===== config.mk =====
export PLATFORM = sky130hd
export DESIGN_NAME = spi_ctrl
export DESIGN_NICKNAME = d
export VERILOG_FILES = /design/src/rtl/spi_ctrl_pkg.sv /design/src/rtl/spi_frame_rx.sv /design/src/rtl/spi_ctrl.sv
export SDC_FILE = /design/constraint.sdc
export NUM_CORES = 1
export LEC_CHECK = 0
export CORE_AREA = 4 4 104 106
export CTS_BUF_LIST = sky130_fd_sc_hd__clkbuf_4 sky130_fd_sc_hd__clkbuf_8
export DETAILED_ROUTE_END_ITERATION = 10
export DIE_AREA = 0 0 108 110
export PLACE_DENSITY = 0.8
export SYNTH_ARGS = -nofsm -noshare
export SYNTH_HDL_FRONTEND = slang
export SYNTH_SLANG_ARGS = --single-unit

===== constraint.sdc =====
create_clock -name clk -period 5.8 [get_ports clk]
set_input_delay 1.16 -clock clk [delete_from_list [all_inputs] [get_ports clk]]
set_output_delay 1.16 -clock clk [all_outputs]
set_load 0.005 [all_outputs]

===== src/rtl/spi_ctrl_pkg.sv =====
// Shared types and constants for the framed SPI configuration controller.
// Frame layout: an 8-bit command followed, for writes, by a 60-bit payload (MSB first).
package spi_ctrl_pkg;

  localparam int CFG_W      = 60;
  localparam int CMD_W      = 8;
  localparam int CNT_W      = 7;
  localparam int FRAME_BITS = CMD_W + CFG_W;

  localparam logic [CMD_W-1:0] CMD_WRITE = 8'hA5;
  localparam logic [CMD_W-1:0] CMD_TRIG  = 8'h5A;
  localparam logic [CFG_W-1:0] CFG_RST   = '0;

  // Field placement inside the active configuration word
  localparam int ENV_W   = 8;
  localparam int OSC_W   = 12;
  localparam int FILT_W  = 8;
  localparam int AI_LSB  = 0;
  localparam int DI_LSB  = 8;
  localparam int S_LSB   = 16;
  localparam int RI_LSB  = 24;
  localparam int OSC_LSB = 32;
  localparam int FA_LSB  = 44;
  localparam int FB_LSB  = 52;

  // Counter values seen on the edge that captures the last command / payload bit
  localparam logic [CNT_W-1:0] CMD_LAST = CNT_W'(CMD_W - 1);
  localparam logic [CNT_W-1:0] PAY_LAST = CNT_W'(FRAME_BITS - 1);

  typedef enum logic [2:0] {
    WAIT_HI,
    IDLE,
    CMD,
    PAYLOAD,
    DONE_W,
    DONE_T,
    ERR
  } state_t;

endpackage


===== src/rtl/spi_frame_rx.sv =====
// Bit-level receive path: frame bit counter, command shifter and payload shadow.
// The command word presented to the FSM already includes the bit being captured.
module spi_frame_rx
  import spi_ctrl_pkg::*;
(
  input  logic             clk,
  input  logic             rst,
  input  logic             mosi,
  input  logic             clear,
  input  logic             bit_en,
  input  logic             cmd_en,
  input  logic             pay_en,
  output logic [CNT_W-1:0] cnt,
  output logic [CMD_W-1:0] cmd_word,
  output logic [CFG_W-1:0] shadow
);

  logic [CNT_W-1:0] cnt_reg;
  logic [CMD_W-1:0] cmd_reg;
  logic [CFG_W-1:0] shadow_reg;

  always_ff @(posedge clk or posedge rst) begin
    if (rst) begin
      cnt_reg    <= '0;
      cmd_reg    <= '0;
      shadow_reg <= '0;
    end else begin
      // Saturate rather than wrap so a long garbage frame never looks short
      if (clear)
        cnt_reg <= '0;
      else if (bit_en && (cnt_reg != {CNT_W{1'b1}}))
        cnt_reg <= cnt_reg + CNT_W'(1);
      if (cmd_en)
        cmd_reg <= cmd_word;
      if (pay_en)
        shadow_reg <= {shadow_reg[CFG_W-2:0], mosi};
    end
  end

  assign cnt      = cnt_reg;
  assign cmd_word = {cmd_reg[CMD_W-2:0], mosi};
  assign shadow   = shadow_reg;

endmodule


===== src/rtl/spi_ctrl.sv =====
// Framed SPI config controller: decodes write/trigger frames, shadows the voice
// config and commits it atomically at frame end; all outputs are registered.
module spi_ctrl
  import spi_ctrl_pkg::*;
(
  input  logic              clk,
  input  logic              rst,
  input  logic              mosi,
  input  logic              nss,
  output logic [ENV_W-1:0]  adsr_ai,
  output logic [ENV_W-1:0]  adsr_di,
  output logic [ENV_W-1:0]  adsr_s,
  output logic [ENV_W-1:0]  adsr_ri,
  output logic [OSC_W-1:0]  osc_count,
  output logic [FILT_W-1:0] filter_a,
  output logic [FILT_W-1:0] filter_b,
  output logic              mute,
  output logic              trig,
  output logic              cfg_upd,
  output logic              frame_err
);

  state_t            state_reg, state_next;
  logic [CFG_W-1:0]  cfg_reg, cfg_next;
  logic              mute_reg, mute_next;
  logic              trig_reg, trig_next;
  logic              upd_reg, upd_next;
  logic              err_reg, err_next;

  logic              bit_en, cmd_en, pay_en;
  logic [CNT_W-1:0]  cnt;
  logic [CMD_W-1:0]  cmd_word;
  logic [CFG_W-1:0]  shadow;

  assign bit_en = !nss && (state_reg != WAIT_HI);
  assign cmd_en = !nss && ((state_reg == IDLE) || (state_reg == CMD));
  assign pay_en = !nss && (state_reg == PAYLOAD);

  spi_frame_rx u_rx (
    .clk      (clk),
    .rst      (rst),
    .mosi     (mosi),
    .clear    (nss),
    .bit_en   (bit_en),
    .cmd_en   (cmd_en),
    .pay_en   (pay_en),
    .cnt      (cnt),
    .cmd_word (cmd_word),
    .shadow   (shadow)
  );

  always_ff @(posedge clk or posedge rst) begin
    if (rst) begin
      state_reg <= WAIT_HI;
      cfg_reg   <= CFG_RST;
      mute_reg  <= 1'b0;
      trig_reg  <= 1'b0;
      upd_reg   <= 1'b0;
      err_reg   <= 1'b0;
    end else begin
      state_reg <= state_next;
      cfg_reg   <= cfg_next;
      mute_reg  <= mute_next;
      trig_reg  <= trig_next;
      upd_reg   <= upd_next;
      err_reg   <= err_next;
    end
  end

  always_comb begin
    state_next = state_reg;
    cfg_next   = cfg_reg;
    mute_next  = mute_reg;
    trig_next  = 1'b0;
    upd_next   = 1'b0;
    err_next   = 1'b0;
    case (state_reg)
      WAIT_HI: if (nss) state_next = IDLE;
      IDLE:    if (!nss) state_next = CMD;
      default: begin
        if (nss) begin
          // Frame end: act on whatever state the frame reached
          state_next = IDLE;
          mute_next  = 1'b0;
          case (state_reg)
            DONE_W: begin
              cfg_next = shadow;
              upd_next = 1'b1;
            end
            DONE_T:  trig_next = 1'b1;
            default: err_next  = 1'b1;
          endcase
        end else begin
          case (state_reg)
            CMD: if (cnt == CMD_LAST) begin
              if (cmd_word == CMD_WRITE) begin
                state_next = PAYLOAD;
                mute_next  = 1'b1;
              end else if (cmd_word == CMD_TRIG) begin
                state_next = DONE_T;
              end else begin
                state_next = ERR;
              end
            end
            PAYLOAD: if (cnt == PAY_LAST) state_next = DONE_W;
            DONE_W, DONE_T: state_next = ERR;
            default: state_next = state_reg;
          endcase
        end
      end
    endcase
  end

  assign adsr_ai   = cfg_reg[AI_LSB  +: ENV_W];
  assign adsr_di   = cfg_reg[DI_LSB  +: ENV_W];
  assign adsr_s    = cfg_reg[S_LSB   +: ENV_W];
  assign adsr_ri   = cfg_reg[RI_LSB  +: ENV_W];
  assign osc_count = cfg_reg[OSC_LSB +: OSC_W];
  assign filter_a  = cfg_reg[FA_LSB  +: FILT_W];
  assign filter_b  = cfg_reg[FB_LSB  +: FILT_W];
  assign mute      = mute_reg;
  assign trig      = trig_reg;
  assign cfg_upd   = upd_reg;
  assign frame_err = err_reg;

endmodule

[Word-level counts from Yosys, hierarchy flattened]
Index checks and enable logic that the tools add are counted.
Word-level totals
  flip-flop bits (word level): 141
  input bits: 4
  output and inout port bits: 64
  word-level logic and storage cells: 67
Operators by class
  add/subtract/negate cells: 1
  equal/unequal tests: 14
  multiplexer cells: 24
  bitwise operators: 1
  reductions and logical operators: 18
Operators with widths (count)
  3-bit two-way mux: 6
  7-bit two-way mux: 2
  1-bit two-way mux: 13
  3-bit case mux with 3 select lines: 1
  8-bit by 7-bit equality test with 1-bit output, second input constant: 1
  8-bit equality test, second input constant: 1
  4-bit by 3-bit != test with 1-bit output, second input constant: 2
  2-bit nonzero test: 4
  7-bit by 1-bit adder with 7-bit output, second input constant: 1
  7-bit by 3-bit equality test with 1-bit output, second input constant: 1
  7-bit equality test, second input constant: 1
  7-bit != test, second input constant: 1
  3-bit by 2-bit equality test with 1-bit output, second input constant: 2
  3-bit equality test, second input constant: 2
  3-bit case mux with 2 select lines: 1
  5-bit AND reduction: 1
  5-bit nonzero test: 1
  1-bit logical AND: 4
  2-bit != test, second input constant: 2
  4-bit AND reduction: 1
  2-bit OR reduction: 2
  3-bit by 1-bit equality test with 1-bit output, second input constant: 1
  3-bit logical NOT: 1
  3-bit AND reduction: 1
  other kinds (5): 5

[Longest topological paths before layout]
Gate-level depths: netlist of the first run.
  depth in word-level cells: 7
  depth in mapped cells: 6
  mapped depth without buffers: 5

[Cells and area by module]
Synthesis of the first run repeated with hierarchy kept, for this count alone.
Unflattened totals
  cells, all modules: 356
  area, all modules: 5577.8 um^2
By module, submodules not included
  spi_frame_rx: instances 1, cells an instance 182, area an instance 2866.5 um^2, sequential area each 1851.8 um^2
  spi_ctrl: instances 1, cells an instance 174, area an instance 2711.4 um^2, sequential area each 1676.6 um^2

[Worst setup path before layout of the first run]
Ideal clock, no wire load.
  path kind: input to register
  start point: in nss
  end point: reg cfg_reg[53]
  setup time: 0.125 ns
  data arrival time: 2.174 ns
  required time: 5.675 ns
  slack: 3.502 ns
  stages on the path: 4
  path buffers: 1
  path through: inv_2 nor4_4 buf_2 mux2_2
Between the ends
  word-level cells in the longest chain between the ends: 1
RTL lines
  start: declaration: RTL line spi_ctrl.sv:9  | input logic nss,
  3-bit AND reduction (no line)
  end signal: assignment: RTL line spi_ctrl.sv:62  | cfg_reg <= cfg_next;
  end: declaration: RTL line spi_ctrl.sv:24  | logic [CFG_W-1:0] cfg_reg, cfg_next;
No other way between the ends.
A chain may end at the register's enable or synchronous reset.

[Worst setup path in the final report of the first run]
  start point: in nss
  end point: reg u_rx.shadow_reg[3] (netlist: u_rx.shadow[3])
Between the ends
  word-level cells in the longest chain between the ends: 2
RTL lines
  1-bit logical NOT
  1-bit logical AND: RTL line spi_ctrl.sv:37  | assign pay_en = !nss && (state_reg == PAYLOAD);
  end signal: assignment: RTL line spi_frame_rx.sv:36  | shadow_reg <= {shadow_reg[CFG_W-2:0], mosi};
  end: declaration: RTL line spi_frame_rx.sv:20  | logic [CFG_W-1:0] shadow_reg;
No other way between the ends.

==> results of run 1 <==
-- metal layers --
metal	routed length, um	track usage (%)
met1	4200	23.4
met2	4670	28.1
met3	435	4.25
met4	137	6.49
met5	0	0
-- through the flow --
stage                     hold WS, ns  setup WS, ns  cells  power (W)  area (um^2)
final                           0.490          2.43    577    0.00244         6780
after detailed placement        0.482          2.01    548    0.00156         6310
after floorplan                 0.475         0.859    360    0.00145         5530
after global routing            0.524          2.32    577    0.00256         6780
after global placement          0.469          2.09    548    0.00154         6310
after CTS                       0.497          2.46    577    0.00247         6780
-- cell usage in the layout, fill, tap and decap left out, types with 2 or more instances in the layout --
cell type	netlist	layout
sky130_fd_sc_hd__a21oi_1	10	10
sky130_fd_sc_hd__buf_4	1	4
sky130_fd_sc_hd__bufinv_16	0	6
sky130_fd_sc_hd__clkbuf_8	1	18
sky130_fd_sc_hd__clkdlybuf4s50_1	0	67
sky130_fd_sc_hd__clkinvlp_4	0	3
sky130_fd_sc_hd__dfrtp_1	141	141
sky130_fd_sc_hd__inv_1	6	5
sky130_fd_sc_hd__inv_6	0	2
sky130_fd_sc_hd__mux2_1	4	4
sky130_fd_sc_hd__mux2_2	124	124
sky130_fd_sc_hd__nand2_1	4	4
sky130_fd_sc_hd__nand3_1	6	6
sky130_fd_sc_hd__nor2_1	7	6
sky130_fd_sc_hd__nor3_1	3	3
sky130_fd_sc_hd__nor4bb_1	2	2
sky130_fd_sc_hd__o21ai_0	10	10
sky130_fd_sc_hd__or2_2	2	2
sky130_fd_sc_hd__or3_1	3	3
sky130_fd_sc_hd__or4bb_1	2	2
-- worst min path at each step --
stage	end	start	cells past startpoint
2_1_floorplan	u_rx.shadow[59]$_DFFE_PP0P_	u_rx.shadow[59]$_DFFE_PP0P_	1
3_3_place_gp	cfg_reg[52]$_DFFE_PP0P_	cfg_reg[52]$_DFFE_PP0P_	1
3_5_place_dp	cfg_reg[50]$_DFFE_PP0P_	cfg_reg[50]$_DFFE_PP0P_	1
4_1_cts	cfg_reg[50]$_DFFE_PP0P_	cfg_reg[50]$_DFFE_PP0P_	1
5_1_grt	cfg_reg[52]$_DFFE_PP0P_	cfg_reg[52]$_DFFE_PP0P_	1
6_report	cfg_reg[50]$_DFFE_PP0P_	cfg_reg[50]$_DFFE_PP0P_	1
-- report_power, final --
part           leakage, nW  switching [W]  internal [W]
Sequential            1.94      0.0000978       0.00107
Combinational         1.05       0.000168      0.000201
Clock                0.223       0.000343      0.000560
Total                 3.21       0.000610       0.00184
-- final cells by class --
cell class                      instances  area [um^2]
Fill cell                             662         3000
Clock inverter                         11          216
Inverter                                7         31.3
Tap cell                              133          166
Multi-Input combinational cell        196         1880
Sequential cell                       141         3530
Timing Repair Buffer                   71          701
Clock buffer                           18          248
-- kinds of logic after synthesis --
family	share of synthesized area, %
AO/OA/AOI/OAI	2.72
adder cells (fa/ha/maj)	0.226
flip-flops	63.8
buffers and inverters	2.24
multiplexers	26.1
XOR/XNOR	0.158
AND/OR/NAND/NOR	4.78
==> reports/qor.csv, run 1 <==
stage,metric,value,unit
sta,grt_setup_unrepaired,false,
clock_tree,ctsRootBufferMaster,sky130_fd_sc_hd__clkbuf_8,
worst_setup_path,reg2reg_depth,4,
synth,synth_seq_cells,141,
worst_setup_path,r2r-start,state_reg[0]$_DFFE_PP0P_,
sta,worst_slew_pin_slew,1.17,ns
sta,timing.final.crit_share,58.0,%
drt,drt_iter0_drc,90,
synth,synthesis.nets,365,
synth,syn_area,5530,um^2
placement,gpl.final_weighted_congestion,0.748,
clock_tree,numClockSinks,141,
die,die_x,108,um
synth,area_contributors_post_synth,"sky130_fd_sc_hd__dfrtp_1 64%, sky130_fd_sc_hd__mux2_2 25%, sky130_fd_sc_hd__buf_2 1.2%, sky130_fd_sc_hd__a21oi_1 0.91%, sky130_fd_sc_hd__o21ai_0 0.91%",
pwr,max-vdd-ir-drop,247,uV
clock_tree,post_cts_buffers,0,
clock_tree,tritoncts_clock_tree,yes,
worst_setup_path,critical_path_arrival,3.66,ns
sta,period_minus_slack,3.37,ns
sta,worst_slew_margin_rel,21.0,%
synth,yosys.area.top_type,sky130_fd_sc_hd__dfrtp_1,
die,initial_utilization,56.6,%
cells_and_area,syn_to_final_growth,22.5,%
worst_setup_path,crit_path_start,nss,
worst_setup_path,timing.reg2reg.setup_slack,3.34,ns
global_routing,antenna_found_initial,0,
worst_setup_path,cp_data_required_time,6.10,ns
cells_and_area,utilization,69.3,%
worst_setup_path,worstReg2RegEnd,u_rx.shadow[3]$_DFFE_PP0P_,
worst_setup_path,path_depth,5,
worst_setup_path,crit_path_top_delay_cell,sky130_fd_sc_hd__clkdlybuf4s50_1,
worst_setup_path,critPathTopFamily,buffers and inverters,
worst_setup_path,critPathBufInv,2,
clock_tree,numCtsBuffers,17,
drt,detailroute.via_count,3112,
synth,synth.distinct_cells,38,
worst_setup_path,cp_max_fo,34,
placement,sum_of_net_half_perimeters_after_detailed_placement,6.01,mm
die,core-area,9770,um^2
status,outcome,"finished, final reports clean",
drt,wl_per_cell,16.4,um
worst_setup_path,endpoint,u_rx.shadow[3]$_DFFE_PP0P_,
sta,finalSetupTns,0,ns
cells_and_area,final_layout_size_suffix_gt1_share,38.1,%
synth,synthesis.area_per_instance,15.4,um^2
cells_and_area,insertedDiodeCount,0,
synth,post_synth_top_cells,"141 x sky130_fd_sc_hd__dfrtp_1, 124 x sky130_fd_sc_hd__mux2_2, 13 x sky130_fd_sc_hd__buf_2",
cells_and_area,nets,439,
pwr,p_leak,3.21,nW
run,maxCapViolations,0,
global_routing,grt.overflow.total,0,
placement,io_buffers,67,
drt,postRouteWirelength,9.45,mm
worst_setup_path,timing.setup.critical_path_class,input port to register,
worst_setup_path,critical_path.cell_chain,"clkdlybuf4s50_1, nand2b_2, nor2_4, buf_4, mux2_2",
drt,via_per_inst,5.39,
sta,final_hold_viol_count,0,
worst_setup_path,element_type_at_the_critical_path_end,register,
synth,async_flop_share,100,%
hold_path,hp-class,register to register,
sta,slew_viol_final,0,
clock_tree,source_to_sink_clock_delay_at_the_later_pin_of_the_worst_skew_pair,0.41,ns
clock_tree,post_cts_hold_buffer_count,0,
worst_setup_path,timing.critical_path.from_type,input port,
synth,yosysSeqAreaShare,63.8,%
sta,max_freq,297,MHz
clock_tree,post_cts_resized,0,
clock_tree,cts_max_level,4,
drt,drcViolationCount,0,
die,floorplan.rows,36,
global_routing,pin_count_of_the_biggest_net_entering_global_routing,97,
global_routing,grt_pass1_vias,3253,
clock_tree,clockBufferDepth,2,
die,chipHeight,110,um
global_routing,grt.total_usage,17.5,%
sta,clock_skew,0.00608,ns
clock_tree,clkSlewWorstSetupHoldPaths,0.07,ns
synth,postSynthCellCount,360,
drt,ant_nets,0,
drt,drt-pass1-iter-count,4,
synth,post-synth-top-count-cell,sky130_fd_sc_hd__dfrtp_1,
global_routing,grt_first_pass_wirelength,16.1,mm
synth,synth_flop_cell,sky130_fd_sc_hd__dfrtp_1,
sta,timing.final.setup_violations,0,
die,die-area,11900,um^2
synth,yosys_warnings,0,
die,io_pins,68,
worst_setup_path,max_stage_delay,0.62,ns
synth,top_cell_type_s_share_of_synthesized_area,63.8,%
synth,synth_enable_flop_cells,0,
pwr,total_power_density_per_cell_area,361,nW/um^2
No activity file was read; power rests on OpenSTA's default activity.
==> run 2: changes to the inputs <==
--- a/config.mk
+++ b/config.mk
@@ -5,11 +5,11 @@
 export SDC_FILE = /design/constraint.sdc
 export NUM_CORES = 1
 export LEC_CHECK = 0
-export CORE_AREA = 4 4 104 106
+export CORE_AREA = 4 4 109 111
 export CTS_BUF_LIST = sky130_fd_sc_hd__clkbuf_4 sky130_fd_sc_hd__clkbuf_8
 export DETAILED_ROUTE_END_ITERATION = 10
-export DIE_AREA = 0 0 108 110
-export PLACE_DENSITY = 0.8
+export DIE_AREA = 0 0 113 115
+export PLACE_DENSITY = 0.77
 export SYNTH_ARGS = -nofsm -noshare
 export SYNTH_HDL_FRONTEND = slang
 export SYNTH_SLANG_ARGS = --single-unit
==> constraint.sdc (replaced) <==
create_clock -name clk -period 2.8 [get_ports clk]
set_input_delay 0.56 -clock clk [delete_from_list [all_inputs] [get_ports clk]]
set_output_delay 0.56 -clock clk [all_outputs]
set_load 0.005 [all_outputs]
==> run 2 against run 1 <==
- flip-flop and latch count is the same
- design area grew 0.13%
- first-iteration DRC count grew 56%
- total power grew 94%
- sequential share of layout area shrank 0.067 points
- global-route usage shrank 2.1 points
- critical path type is now register to register
- critical endpoint is now u_rx.cnt[5]$_DFFE_PP0P_
- highest routed layer unchanged
==> reports/qor.csv, run 2 (same netlist as run 1, synthesis figures left out) <==
stage,metric,value,unit,change
cells_and_area,insertedDiodeCount,0,,unchanged
drt,via_per_inst,5.27,,-2.4%
die,chipHeight,115,um,+4.5%
hold_path,holdPathEnd,cfg_reg[51]$_DFFE_PP0P_,,
placement,sum_of_net_half_perimeters_after_detailed_placement,6.04,mm,+0.60%
worst_setup_path,crit_path_start,u_rx.cnt[0]$_DFFE_PP0P_,,
global_routing,pin_count_of_the_biggest_net_entering_global_routing,54,,-44%
sta,final_hold_viol_count,0,,unchanged
worst_setup_path,worstReg2RegEnd,u_rx.cnt[5]$_DFFE_PP0P_,,
pwr,max-vdd-ir-drop,439,uV,+78%
clock_tree,tritoncts_clock_tree,yes,,
sta,clock_skew,0.0136,ns,+0.00752 ns
clock_tree,post_cts_buffers,0,,unchanged
worst_setup_path,critPathBufInv,0,,-2
worst_setup_path,reg2reg_depth,5,,+1
global_routing,global_route.usage.met1,20.1,%,-3.3 points
clock_tree,ctsRootBufferMaster,sky130_fd_sc_hd__clkbuf_8,,
global_routing,antenna_found_initial,0,,unchanged
sta,slew_viol_final,0,,unchanged
hold_path,hold_path_depth,1,,unchanged
sta,final.setup.worst_slack,0.497,ns,-1.94 ns
clock_tree,numClockSinks,141,,unchanged
pwr,power.share.switching,28.1,%,+3.1 points
worst_setup_path,critical_path_arrival,2.62,ns,-1.04 ns
worst_setup_path,timing.reg2reg.setup_slack,0.50,ns,-2.84 ns
sta,max_freq,434,MHz,
worst_setup_path,element_type_at_the_critical_path_end,register,,
pwr,clock_power_share,32.6,%,-4.4 points
sta,finalSetupTns,0,ns,unchanged
global_routing,grt_first_pass_wirelength,15.9,mm,-0.95%
die,initial_utilization,51.2,%,-5.3 points
clock_tree,cts_max_level,4,,unchanged
sta,worst_slew_pin_slew,1.11,ns,-0.0592 ns
drt,drt-pass1-iter-count,4,,unchanged
sta,hold_ws,0.495,ns,+0.00521 ns
cells_and_area,layout.cells.most_common_list,"141 x sky130_fd_sc_hd__dfrtp_1, 124 x sky130_fd_sc_hd__mux2_2, 67 x sky130_fd_sc_hd__clkdlybuf4s50_1",,
clock_tree,source_to_sink_clock_delay_at_the_later_pin_of_the_worst_skew_pair,0.42,ns,about the same
global_routing,grt.overflow.total,0,,unchanged
pwr,total_power_density_per_cell_area,699,nW/um^2,+94%
worst_setup_path,max_stage_delay,0.91,ns,+0.29 ns
worst_setup_path,crit_path_top_delay_cell,sky130_fd_sc_hd__o311ai_1,,
placement,gpl.final_weighted_congestion,0.720,,-3.7%
worst_setup_path,critical_path.cell_chain,"ha_1, nand2_1, o311ai_1, mux2_2, a21o_1",,
global_routing,grtUsageMet2,24.9,%,-3.2 points
pwr,p_leak,3.20,nW,-0.28%
pwr,pwr-share-comb,16.5,%,+1.4 points
cells_and_area,syn_to_final_growth,22.7,%,
die,core-area,10800,um^2,+10%
worst_setup_path,cp_max_fo,12,,-65%
drt,detailroute.via_count,3112,,unchanged
clock_tree,post_cts_hold_buffer_count,0,,unchanged
sta,timing.final.setup_violations,0,,unchanged
hold_path,hp-class,register to register,,
cells_and_area,layout.cells.most_common,sky130_fd_sc_hd__dfrtp_1,,
clock_tree,post_cts_resized,0,,unchanged
drt,ant_nets,0,,unchanged
global_routing,grt_pass1_vias,3263,,+0.31%
cells_and_area,final_layout_size_suffix_gt1_share,39.0,%,+0.96 points
clock_tree,clkSlewWorstSetupHoldPaths,0.08,ns,about the same
pwr,power.sequential.fraction,50.9,%,+3.0 points
drt,drcViolationCount,0,,unchanged
cells_and_area,nets,443,,+0.91%
cells_and_area,utilization,62.9,%,-6.5 points
drt,drt_iter0_drc,140,,+56%
pwr,p_sw,0.00133,W,+120%
run,maxCapViolations,0,,unchanged
sta,period_minus_slack,2.30,ns,
sta,worst_slew_margin_rel,25.1,%,+4.0 points
cells_and_area,layout.filler_cells,857,,+29%
global_routing,grt_util_met3,5.11,%,+0.85 points
worst_setup_path,timing.critical_path.from_type,register,,
clock_tree,clockBufferDepth,2,,unchanged
placement,io_buffers,67,,unchanged
drt,postRouteWirelength,9.24,mm,-2.1%
pwr,power.internal,0.00341,W,+86%
drt,wl_per_cell,15.6,um,-4.5%
worst_setup_path,r2r-start,u_rx.cnt[0]$_DFFE_PP0P_,,
worst_setup_path,cp_data_required_time,3.12,ns,-2.98 ns
worst_setup_path,timing.setup.critical_path_class,register to register,,
hold_path,hp-start,cfg_reg[51]$_DFFE_PP0P_,,
die,io_pins,68,,unchanged
clock_tree,numCtsBuffers,17,,unchanged
die,floorplan.rows,38,,+5.6%
die,die-area,13000,um^2,+9.4%
status,outcome,"finished, final reports clean",,
global_routing,global_route.peak_usage_layer,met2,,
die,die_x,113,um,+4.6%
placement,dp_slack,0.341,ns,-1.67 ns
worst_setup_path,critPathTopFamily,compound AO/OA/AOI/OAI gates,,
global_routing,grt.total_usage,15.3,%,-2.1 points
sta,timing.final.crit_share,82.2,%,
sta,grt_setup_unrepaired,false,,
[run 2: changes by cell type in the layout (fill, tap and decap cells not counted), sizes merged]
| cell | delta |
|---|---|
| buf | +4 |
| inv | +3 |
| clkbuf | +1 |
| bufinv | -5 |
| clkinv | +2 |
| clkinvlp | +2 |
[run 2: power by group through the flow]
| stage | Combinational (W) | Clock, W | Sequential (W) |
|---|---|---|---|
| 3_3_place_gp | 0.000770 | 0 | 0.00244 |
| 5_1_grt | 0.000864 | 0.00171 | 0.00245 |
| 2_1_floorplan | 0.000635 | 0 | 0.00237 |
| 3_5_place_dp | 0.000794 | 0 | 0.00245 |
| 4_1_cts | 0.000795 | 0.00160 | 0.00242 |
| 6_report | 0.000781 | 0.00155 | 0.00242 |
[run 2: layout make-up]
cell class	count	area [um^2]	share of cell area, %
multi-input cells	196	1880	27.8
well taps	140	175	2.58
flip-flops and latches	141	3530	52.0
clock inverters	13	130	1.92
repair buffers	75	781	11.5
clock buffers	19	255	3.76
inverters	7	30.0	0.443
[run 2: routing by layer]
| metal | up-vias | wire, um |
|---|---|---|
| li1 | 1447 | - |
| met1 | 1588 | 4230 |
| met2 | 68 | 4520 |
| met3 | 9 | 433 |
| met4 | 0 | 67 |
| met5 | - | 0 |
[run 2: how the worst max path moves through the flow]
stage	cells past startpoint	slack, ns	endpoint
after floorplan	1	0.48	cfg_reg[0]$_DFFE_PP0P_
after global placement	6	0.37	u_rx.shadow[9]$_DFFE_PP0P_
after detailed placement	6	0.34	u_rx.shadow[6]$_DFFE_PP0P_
after CTS	5	0.48	u_rx.cnt[5]$_DFFE_PP0P_
after global routing	5	0.23	u_rx.cnt[5]$_DFFE_PP0P_
final	5	0.50	u_rx.cnt[5]$_DFFE_PP0P_
[run 2: through the flow]
| step | instance area [um^2] | instances | power [W] |
|---|---|---|---|
| floorplan | 5530 | 360 | 0.00301 |
| global placement | 6400 | 559 | 0.00321 |
| detailed placement | 6400 | 559 | 0.00325 |
| CTS | 6780 | 591 | 0.00482 |
| global route | 6780 | 591 | 0.00502 |
| finish | 6780 | 591 | 0.00475 |
[run 2: worst register-to-register path, delay by kind of cell, from the launching register on]
family	cells	cell delay, ns
simple gates	1	0.09
mux	1	0.42
compound gates	2	1.08
flops	1	0.40
fa+ha+maj	1	0.22
==> run 3: changes to the inputs <==
==> constraint.sdc (replaced) <==
create_clock -name clk -period 1.9 [get_ports clk]
set_input_delay 0.38 -clock clk [delete_from_list [all_inputs] [get_ports clk]]
set_output_delay 0.38 -clock clk [all_outputs]
set_load 0.005 [all_outputs]
==> run 3 against run 2 <==
- count of clock-buffer cells in the layout up 1
- sequential share of layout area decreased by 1.5 points
- worst hold slack lost 0.21 ns
- non-clock buffer count rose by 19
- die area unchanged
- clock skew fell by 0.0057 ns
- first-iteration DRC count is 23% lower
- global-route usage rose by 0.63 points
- largest power group unchanged
==> reports/qor.csv, run 3 (same netlist as run 1, synthesis figures left out) <==
stage,metric,value,unit,change
worst_setup_path,element_type_at_the_critical_path_end,register,,
sta,final_hold_viol_count,0,,unchanged
drt,via_per_inst,5.29,,+0.37%
die,die_x,113,um,unchanged
sta,grt_setup_unrepaired,false,,
clock_tree,numClockSinks,141,,unchanged
drt,drcViolationCount,0,,unchanged
sta,clock_skew,0.00793,ns,-0.00567 ns
pwr,total_power_density_per_cell_area,1040,nW/um^2,+49%
global_routing,grt_pass1_vias,3383,,+3.7%
run,maxCapViolations,0,,unchanged
cells_and_area,final_layout_size_suffix_gt1_share,41.7,%,+2.7 points
sta,timing.final.setup_violations,0,,unchanged
pwr,max-vdd-ir-drop,577,uV,+31%
cells_and_area,layout.cells.most_common,sky130_fd_sc_hd__dfrtp_1,,
worst_setup_path,critical_path.cell_chain,"ha_1, or4b_4, or4_1, a32oi_1",,
clock_tree,clkSlewWorstSetupHoldPaths,0.08,ns,about the same
sta,finalSetupTns,0,ns,unchanged
clock_tree,clockBufferDepth,2,,unchanged
placement,gpl.final_weighted_congestion,0.770,,+7.0%
worst_setup_path,cp_data_required_time,2.24,ns,-0.88 ns
cells_and_area,utilization,64.8,%,+1.9 points
drt,detailroute.via_count,3224,,+3.6%
worst_setup_path,timing.setup.critical_path_class,register to register,,
die,core-area,10800,um^2,unchanged
worst_setup_path,reg2reg_depth,4,,-1
cells_and_area,syn_to_final_growth,26.5,%,
sta,period_minus_slack,1.78,ns,-0.527 ns
die,die-area,13000,um^2,unchanged
cells_and_area,layout.cells.most_common_list,"141 x sky130_fd_sc_hd__dfrtp_1, 124 x sky130_fd_sc_hd__mux2_2, 67 x sky130_fd_sc_hd__clkdlybuf4s50_1",,
placement,placedInstanceArea,6580,um^2,+2.8%
pwr,design_power_total,0.00730,W,+54%
drt,wl_per_cell,15.7,um,+0.18%
pwr,p_leak,3.31,nW,+3.4%
die,floorplan.rows,38,,unchanged
clock_tree,ctsRootBufferMaster,sky130_fd_sc_hd__clkbuf_8,,
placement,io_buffers,67,,unchanged
worst_setup_path,critical_path_arrival,2.12,ns,-0.50 ns
worst_setup_path,crit_path_top_delay_cell,sky130_fd_sc_hd__or4b_4,,
cells_and_area,insertedDiodeCount,0,,unchanged
worst_setup_path,max_stage_delay,0.49,ns,-0.42 ns
global_routing,grt.total_usage,16.0,%,+0.63 points
placement,sum_of_net_half_perimeters_after_detailed_placement,6.56,mm,+8.5%
status,outcome,"finished, final reports clean",,
die,chipHeight,115,um,unchanged
global_routing,grt.overflow.total,0,,unchanged
sta,worst_slew_margin_rel,68.0,%,+43 points
sta,slew_viol_final,0,,unchanged
clock_tree,numCtsBuffers,17,,unchanged
worst_setup_path,cp_max_fo,3,,-9
worst_setup_path,timing.critical_path.from_type,register,,
sta,max_freq,563,MHz,+30%
clock_tree,source_to_sink_clock_delay_at_the_later_pin_of_the_worst_skew_pair,0.43,ns,about the same
clock_tree,tritoncts_clock_tree,yes,,
global_routing,pin_count_of_the_biggest_net_entering_global_routing,43,,-20%
clock_tree,post_cts_hold_buffer_count,0,,unchanged
cells_and_area,final_area,6990,um^2,+3.1%
sta,worst_slew_pin_slew,0.479,ns,-0.627 ns
drt,ant_nets,0,,unchanged
drt,postRouteWirelength,9.56,mm,+3.4%
global_routing,grt_first_pass_wirelength,16.4,mm,+3.2%
die,initial_utilization,51.2,%,unchanged
drt,drt_iter0_drc,108,,-23%
cells_and_area,nets,462,,+4.3%
sta,timing.final.crit_share,93.4,%,+11 points
die,io_pins,68,,unchanged
drt,drt-pass1-iter-count,4,,unchanged
global_routing,antenna_found_initial,0,,unchanged
clock_tree,cts_max_level,4,,unchanged
hold_path,hp-class,input port to asynchronous set/reset pin,,
[run 3: worst max-delay path: cells and delay by family, from the launching register on]
family                     cells  cell delay, ns
and+or+nand+nor                2            0.96
DFF                            1            0.36
adders and majority gates      1            0.21
AOI/OAI and AO/OA              1            0.16
[run 3: routing by layer]
layer	wire length, um	track usage (%)
met4	130	6.01
met5	0	0
met2	4650	26.1
met3	476	4.53
met1	4300	20.5
[run 3: worst paths after layout]
path,startpoint,to,slack (ns)
worst max register to register,u_rx.cnt[0]$_DFFE_PP0P_,state_reg[0]$_DFFE_PP0P_,0.12
max in group asynchronous,rst,u_rx.shadow[30]$_DFFE_PP0P_,1.09
worst min register to register,cfg_reg[51]$_DFFE_PP0P_,cfg_reg[51]$_DFFE_PP0P_,0.49
worst min-delay path,rst,cfg_reg[1]$_DFFE_PP0P_,0.29
worst max-delay path,u_rx.cnt[0]$_DFFE_PP0P_,state_reg[0]$_DFFE_PP0P_,0.12
min in group clk,cfg_reg[51]$_DFFE_PP0P_,cfg_reg[51]$_DFFE_PP0P_,0.49
[run 3: final cells by class]
class	instances	area, um^2
Fill cell	792	3800
Sequential cell	141	3530
Multi-Input combinational cell	196	1890
Timing Repair Buffer	94	961
Clock buffer	20	269
Tap cell	140	175
Clock inverter	12	136
Inverter	7	30.0
[run 3: power breakdown]
| part | total (W) | internal [W] | switching (W) |
|---|---|---|---|
| sequential | 0.00350 | 0.00328 | 0.000220 |
| clock | 0.00238 | 0.00126 | 0.00113 |
| combinational | 0.00142 | 0.000791 | 0.000626 |
[run 3: stage by stage]
step                      setup slack (ns)  instances  hold WS [ns]
final                                0.125        610         0.285
after global routing                0.0177        610         0.283
after CTS                            0.109        610         0.259
after detailed placement            -0.235        578         0.481
after global placement              -0.206        578         0.470
after floorplan                     -0.243        360         0.475
[run 3: what timing repair did]
action | in CTS | in global routing
resized for setup | 1 | 0
endpoints found under the setup margin | 1 | 0
setup buffers | 0 | 0
==> edit 1 (settings of run 3) <==
Re-encode `state_t` (7 states) as one-hot, 7 bits wide.
--- a/src/rtl/spi_ctrl_pkg.sv
+++ b/src/rtl/spi_ctrl_pkg.sv
@@ -29,10 +29,10 @@
 
-  typedef enum logic [2:0] {
-    WAIT_HI,
-    IDLE,
-    CMD,
-    PAYLOAD,
-    DONE_W,
-    DONE_T,
-    ERR
+  typedef enum logic [6:0] {
+    WAIT_HI = 7'b0000001,
+    IDLE    = 7'b0000010,
+    CMD     = 7'b0000100,
+    PAYLOAD = 7'b0001000,
+    DONE_W  = 7'b0010000,
+    DONE_T  = 7'b0100000,
+    ERR     = 7'b1000000
   } state_t;
Formal check against the unedited RTL: no difference found for any inputs over 10 cycles, from zero or initial values and one cycle with rst high; not proved beyond that.
==> edit 1 against run 3 <==
Synthesized cell count rose by 2.8%; global-route usage is 1.1 points higher; routed wire length is 21% higher; synthesized area grew 2.8%; largest power group unchanged; sequential cell count is 4 higher; the flow now finishes with violations (setup timing); setup slack got worse by 210 ps; critical endpoint is now cfg_reg[12]$_DFFE_PP0P_; total power fell by 5.6%; final area is 11% higher; sequential power shrank 5.7%.
==> edit 1: results (changes against run 3) <==
* **summed negative setup slack over all endpoints** -4310 ps, -4310 ps
* **Hold Worst Slack** 385 ps, +99.3 ps
* **failing checks** setup timing
* **leading post-synthesis cells by cell area** sky130_fd_sc_hd__dfrtp_1 63%, sky130_fd_sc_hd__mux2_2 13%, sky130_fd_sc_hd__mux2_1 12%
* **post-placement setup slack** -39.6 ps, +195 ps
* **Pleak** 3.87 nW, +17%
* **largest net degree at the start of global routing** 98, +130%
* **most numerous cell types in the synthesized netlist** 144 x sky130_fd_sc_hd__dfrtp_1, 64 x sky130_fd_sc_hd__mux2_2, 63 x sky130_fd_sc_hd__mux2_1
* **data arrival time of the critical path** 2310 ps, +190 ps
* **post-synthesis cell type count** 44, +16%
* **first-pass GRT wire length** 17500 um, +6.8%
* **post-placement cell area** 0.00686 mm2, +4.2%
* **nets in the synthesized netlist** 375, +2.7%
* **maximum vdd ir drop** 504 uV, -13%
* **Repair and plain buffers** 114, +21%
* **count of fill cells added during filler insertion** 699, -12%
* **total via count after detailed routing** 3418, +6.0%
* **cells on worst reg2reg path** 6, +2
* **count of sequential standard cells** 145, +2.8%
* **final setup fails** 100, +100
* **hpwl dp** 6540 um, -0.22%
* **worst rel slew slack** 0.663, -0.0169
* **routed wirelength normalized by instance count** 18.1 um, +16%
* **cell with the largest stage delay on the worst path** sky130_fd_sc_hd__or4_4
* **fraction of area in multi-input gates** 0.286, +0.0149
* **layout buffering overhead excluding clock cells** 0.160, +0.0227
* **number of global-route vias before repair** 3526, +4.2%
* **placed cells** 595, +2.9%
* **initial drt markers** 123, +14%
* **run status** finished, violations left
* **Worst Slack Setup Final** -86.3 ps, -211 ps
* **multi-input combinational gate total** 206, +5.1%
* **worst r2r src** state_reg[1]$_DFFE_PP0P_
* **delay of the slowest cell on the worst path** 550 ps, +60 ps
## edit 1: changes by cell type in the layout (fill, tap and decap cells not counted), sizes merged, moves of 6 or more
cell,delta
a21oi,-7
nand4,+6
o21ai,-8
buf,+14
nand2,+6
clkinvlp,-6
## edit 1: timing repair
item / CTS / global route
endpoints found under the setup margin: 65 / 133
pin swaps: 4 / 7
gates resized for setup: 4 / 40
setup buffers: 2 / 3
gates cloned: 0 / 9
## edit 1: how the worst max path moves through the flow
stage,from,to,slack (ps),depth (start not counted)
after global routing,state_reg[1]$_DFFE_PP0P_,u_rx.shadow[32]$_DFFE_PP0P_,-140,7
after detailed placement,state_reg[1]$_DFFE_PP0P_,cfg_reg[25]$_DFFE_PP0P_,-40,5
final,state_reg[1]$_DFFE_PP0P_,cfg_reg[12]$_DFFE_PP0P_,-90,6
after global placement,u_rx.cnt[0]$_DFFE_PP0P_,state_reg[6]$_DFFE_PP0P_,-30,6
after CTS,state_reg[1]$_DFFE_PP0P_,cfg_reg[25]$_DFFE_PP0P_,-50,5
after floorplan,rst,cfg_reg[0]$_DFFE_PP0P_,-300,1
## edit 1: metal layers
metal	up-vias	global-route usage
met3	14	0.0653
li1	1574	-
met4	0	0.0553
met5	-	0
met2	91	0.262
met1	1739	0.228
## edit 1: cells by family (layout without fill, tap and decap cells)
kind of cell | Yosys count | in the layout | share of synthesized area
flops | 145 | 145 | 0.639
buf+inv | 19 | 147 | 0.0154
compound gates | 19 | 19 | 0.0271
xor+xnor | 5 | 5 | 0.00771
fa+ha+maj | 1 | 1 | 0.00220
mux | 128 | 128 | 0.253
simple gates | 53 | 53 | 0.0555
## edit 1: power breakdown
part / total, mW / switching (mW) / internal (mW)
combinational: 0.717 / 0.345 / 0.371
sequential: 3.30 / 0.0970 / 3.20
clock: 2.88 / 1.13 / 1.75
==> edit 2 (flow settings as in run 3) <==
Without the edit above. Change the package constant `FILT_W` from 8 to 6.
--- a/src/rtl/spi_ctrl_pkg.sv
+++ b/src/rtl/spi_ctrl_pkg.sv
@@ -16,3 +16,3 @@
   localparam int OSC_W   = 12;
-  localparam int FILT_W  = 8;
+  localparam int FILT_W  = 6;
   localparam int AI_LSB  = 0;
Interface: changed (resized filter_a and filter_b); port bits go from 68 to 64. No check against the original RTL was run, so the function may have changed too.
==> edit 2 against run 3 <==
Synthesized area decreased by 3.4%; largest cell class unchanged; total power decreased by 2.9%; critical endpoint is now cfg_reg[47]$_DFFE_PP0P_; utilization decreased by 3.3 points; highest routed layer unchanged; sequential share of layout area increased by 0.47 points; routed wire length decreased by 5.9%; setup slack improved by 14 ps; non-clock buffer count decreased by 18; final area decreased by 5.1%; die area unchanged; synthesized cell count decreased by 5.0%; sequential cell count decreased by 6.
==> edit 2: results (changes against run 3) <==
* **number of levels in the clock H-tree** 4, unchanged
* **count of TritonRoute iterations in the first routing pass** 4, unchanged
* **first-pass GRT wire length** 15200 um, -7.6%
* **sequential fraction of the synthesis area** 0.632, -0.00569
* **global-route congestion overflow total** 0, unchanged
* **min-delay worst type** input port to async pin
* **maximum vdd ir drop** 554 uV, -4.1%
* **most numerous cell types in the synthesized netlist** 135 x sky130_fd_sc_hd__dfrtp_1, 106 x sky130_fd_sc_hd__mux2_2, 9 x sky130_fd_sc_hd__a21oi_1
* **root buffer cell** sky130_fd_sc_hd__clkbuf_8
* **yosys warns** 0, unchanged
* **share of synthesized area spent on multiplexers** 0.262, +0.00120
* **largest net degree at the start of global routing** 81, +88%
* **aggregate global-route resource usage** 0.148, -0.0114
* **worst r2r src** state_reg[0]$_DFFE_PP0P_
* **max reg flops** 58
* **Routability Congestion** 0.729, -5.4%
* **Post-layout nets** 424, -8.2%
* **Inserted Clock Buffers** 17, unchanged
* **clock-pin transition on the worst setup and hold timing paths** 80 ps, about the same
* **asr flop ratio synth** 1.00, unchanged
* **post-CTS repair timing setup buffer count** 0, unchanged
* **initial drt markers** 149, +38%
* **number of global-route vias before repair** 3082, -8.9%
* **final routed wirelength across all metal layers** 9000 um, -5.9%
* **synthesized-area fraction occupied by xor and xnor cells** 0.00492, +0.00334
* **mean instance size in the synthesized netlist** 15.6 um2, +1.7%
* **placed cells** 540, -6.6%
* **run status** finished, final reports clean
* **Resize count post-CTS** 0, -1
* **post-synthesis cell type count** 39, +2.6%
* **cell with the largest stage delay on the worst path** sky130_fd_sc_hd__dfrtp_1
* **compound-cell area share of the yosys netlist** 0.0253, -0.00186
* **largest driver fanout on the critical path** 16, +13
* **delay of the slowest cell on the worst path** 550 ps, +60 ps
* **slew of the pin with the lowest slew margin** 456 ps, -22.9 ps
* **antenna violations before repair** 0, unchanged
* **share of layout cells above drive strength 1** 0.380, -0.0374
* **clock skew after layout** 15.4 ps, +7.42 ps
* **hpwl dp** 5760 um, -12%
* **Synth Area in Adders** 0.00234, +0.0000795
* **final std cells w/o fill** 572, -6.2%
* **type of element launching the critical path** register
* **leading post-synthesis cells by cell area** sky130_fd_sc_hd__dfrtp_1 63%, sky130_fd_sc_hd__mux2_2 22%, sky130_fd_sc_hd__mux2_4 2.0%
* **vias per inst** 5.23, -0.96%
* **post-placement cell area** 0.00617 mm2, -6.1%
* **nets in the synthesized netlist** 347, -4.9%
* **Pleak** 3.19 nW, -3.8%
* **data arrival time of the critical path** 2070 ps, -50 ps
* **main flop type after synthesis** sky130_fd_sc_hd__dfrtp_1
* **gate family responsible for the most delay along the worst path** flip-flops
* **I/O Buffers** 63, -6.0%
==> edit 2: path summary, 6_finish.rpt <==
| path | endpoint | slack (ps) | depth (start not counted) |
|---|---|---|---|
| setup / recovery | cfg_reg[47]$_DFFE_PP0P_ | 140 | 3 |
| hold / removal | cfg_reg[19]$_DFFE_PP0P_ | 410 | 3 |
| setup reg to reg | cfg_reg[47]$_DFFE_PP0P_ | 140 | 3 |
| hold reg to reg | cfg_reg[0]$_DFFE_PP0P_ | 500 | 1 |
| max in group asynchronous | cfg_reg[43]$_DFFE_PP0P_ | 1110 | 3 |
| min in group clk | cfg_reg[0]$_DFFE_PP0P_ | 500 | 1 |
==> edit 2: layout make-up <==
cell class	instances	area, um2
clock inverters	10	168
inverters	5	22.5
flip-flops and latches	135	3380
clock buffers	22	290
fillers	871	4160
well taps	140	175
multi-input cells	184	1820
repair buffers	76	778
==> edit 2: logic make-up after synthesis <==
group           count (synthesis)
mux                           122
flops                         135
fa+ha+maj                       1
xor+xnor                        3
buf+inv                        23
compound gates                 22
simple gates                   36
==> edit 2: through the flow <==
stage | setup slack, ps | setup TNS (ps)
after global routing | 68.7 | 0
after detailed placement | -172 | -13780
after floorplan | -159 | -21490
final | 138 | 0
after CTS | 138 | 0
after global placement | -126 | -9920
==> edit 2: per-layer routing <==
| metal | global-route usage | vias to the layer above | wire length [um] |
|---|---|---|---|
| met1 | 0.184 | 1546 | 3920 |
| met2 | 0.241 | 58 | 4550 |
| met3 | 0.0489 | 12 | 385 |
| li1 | - | 1378 | - |
| met5 | 0 | - | 0 |
| met4 | 0.0625 | 0 | 142 |
==> edit 2: worst reg2reg max path: stages, from the launching register on <==
cell                      delay, ps
sky130_fd_sc_hd__dfrtp_1        550
sky130_fd_sc_hd__nor4b_4        390
sky130_fd_sc_hd__buf_4          320
sky130_fd_sc_hd__mux2_2         370
==> edit 2: report_power, final <==
group / switching, mW / internal (mW)
Combinational: 0.462 / 0.643
Sequential: 0.233 / 3.12
Clock: 1.06 / 1.57
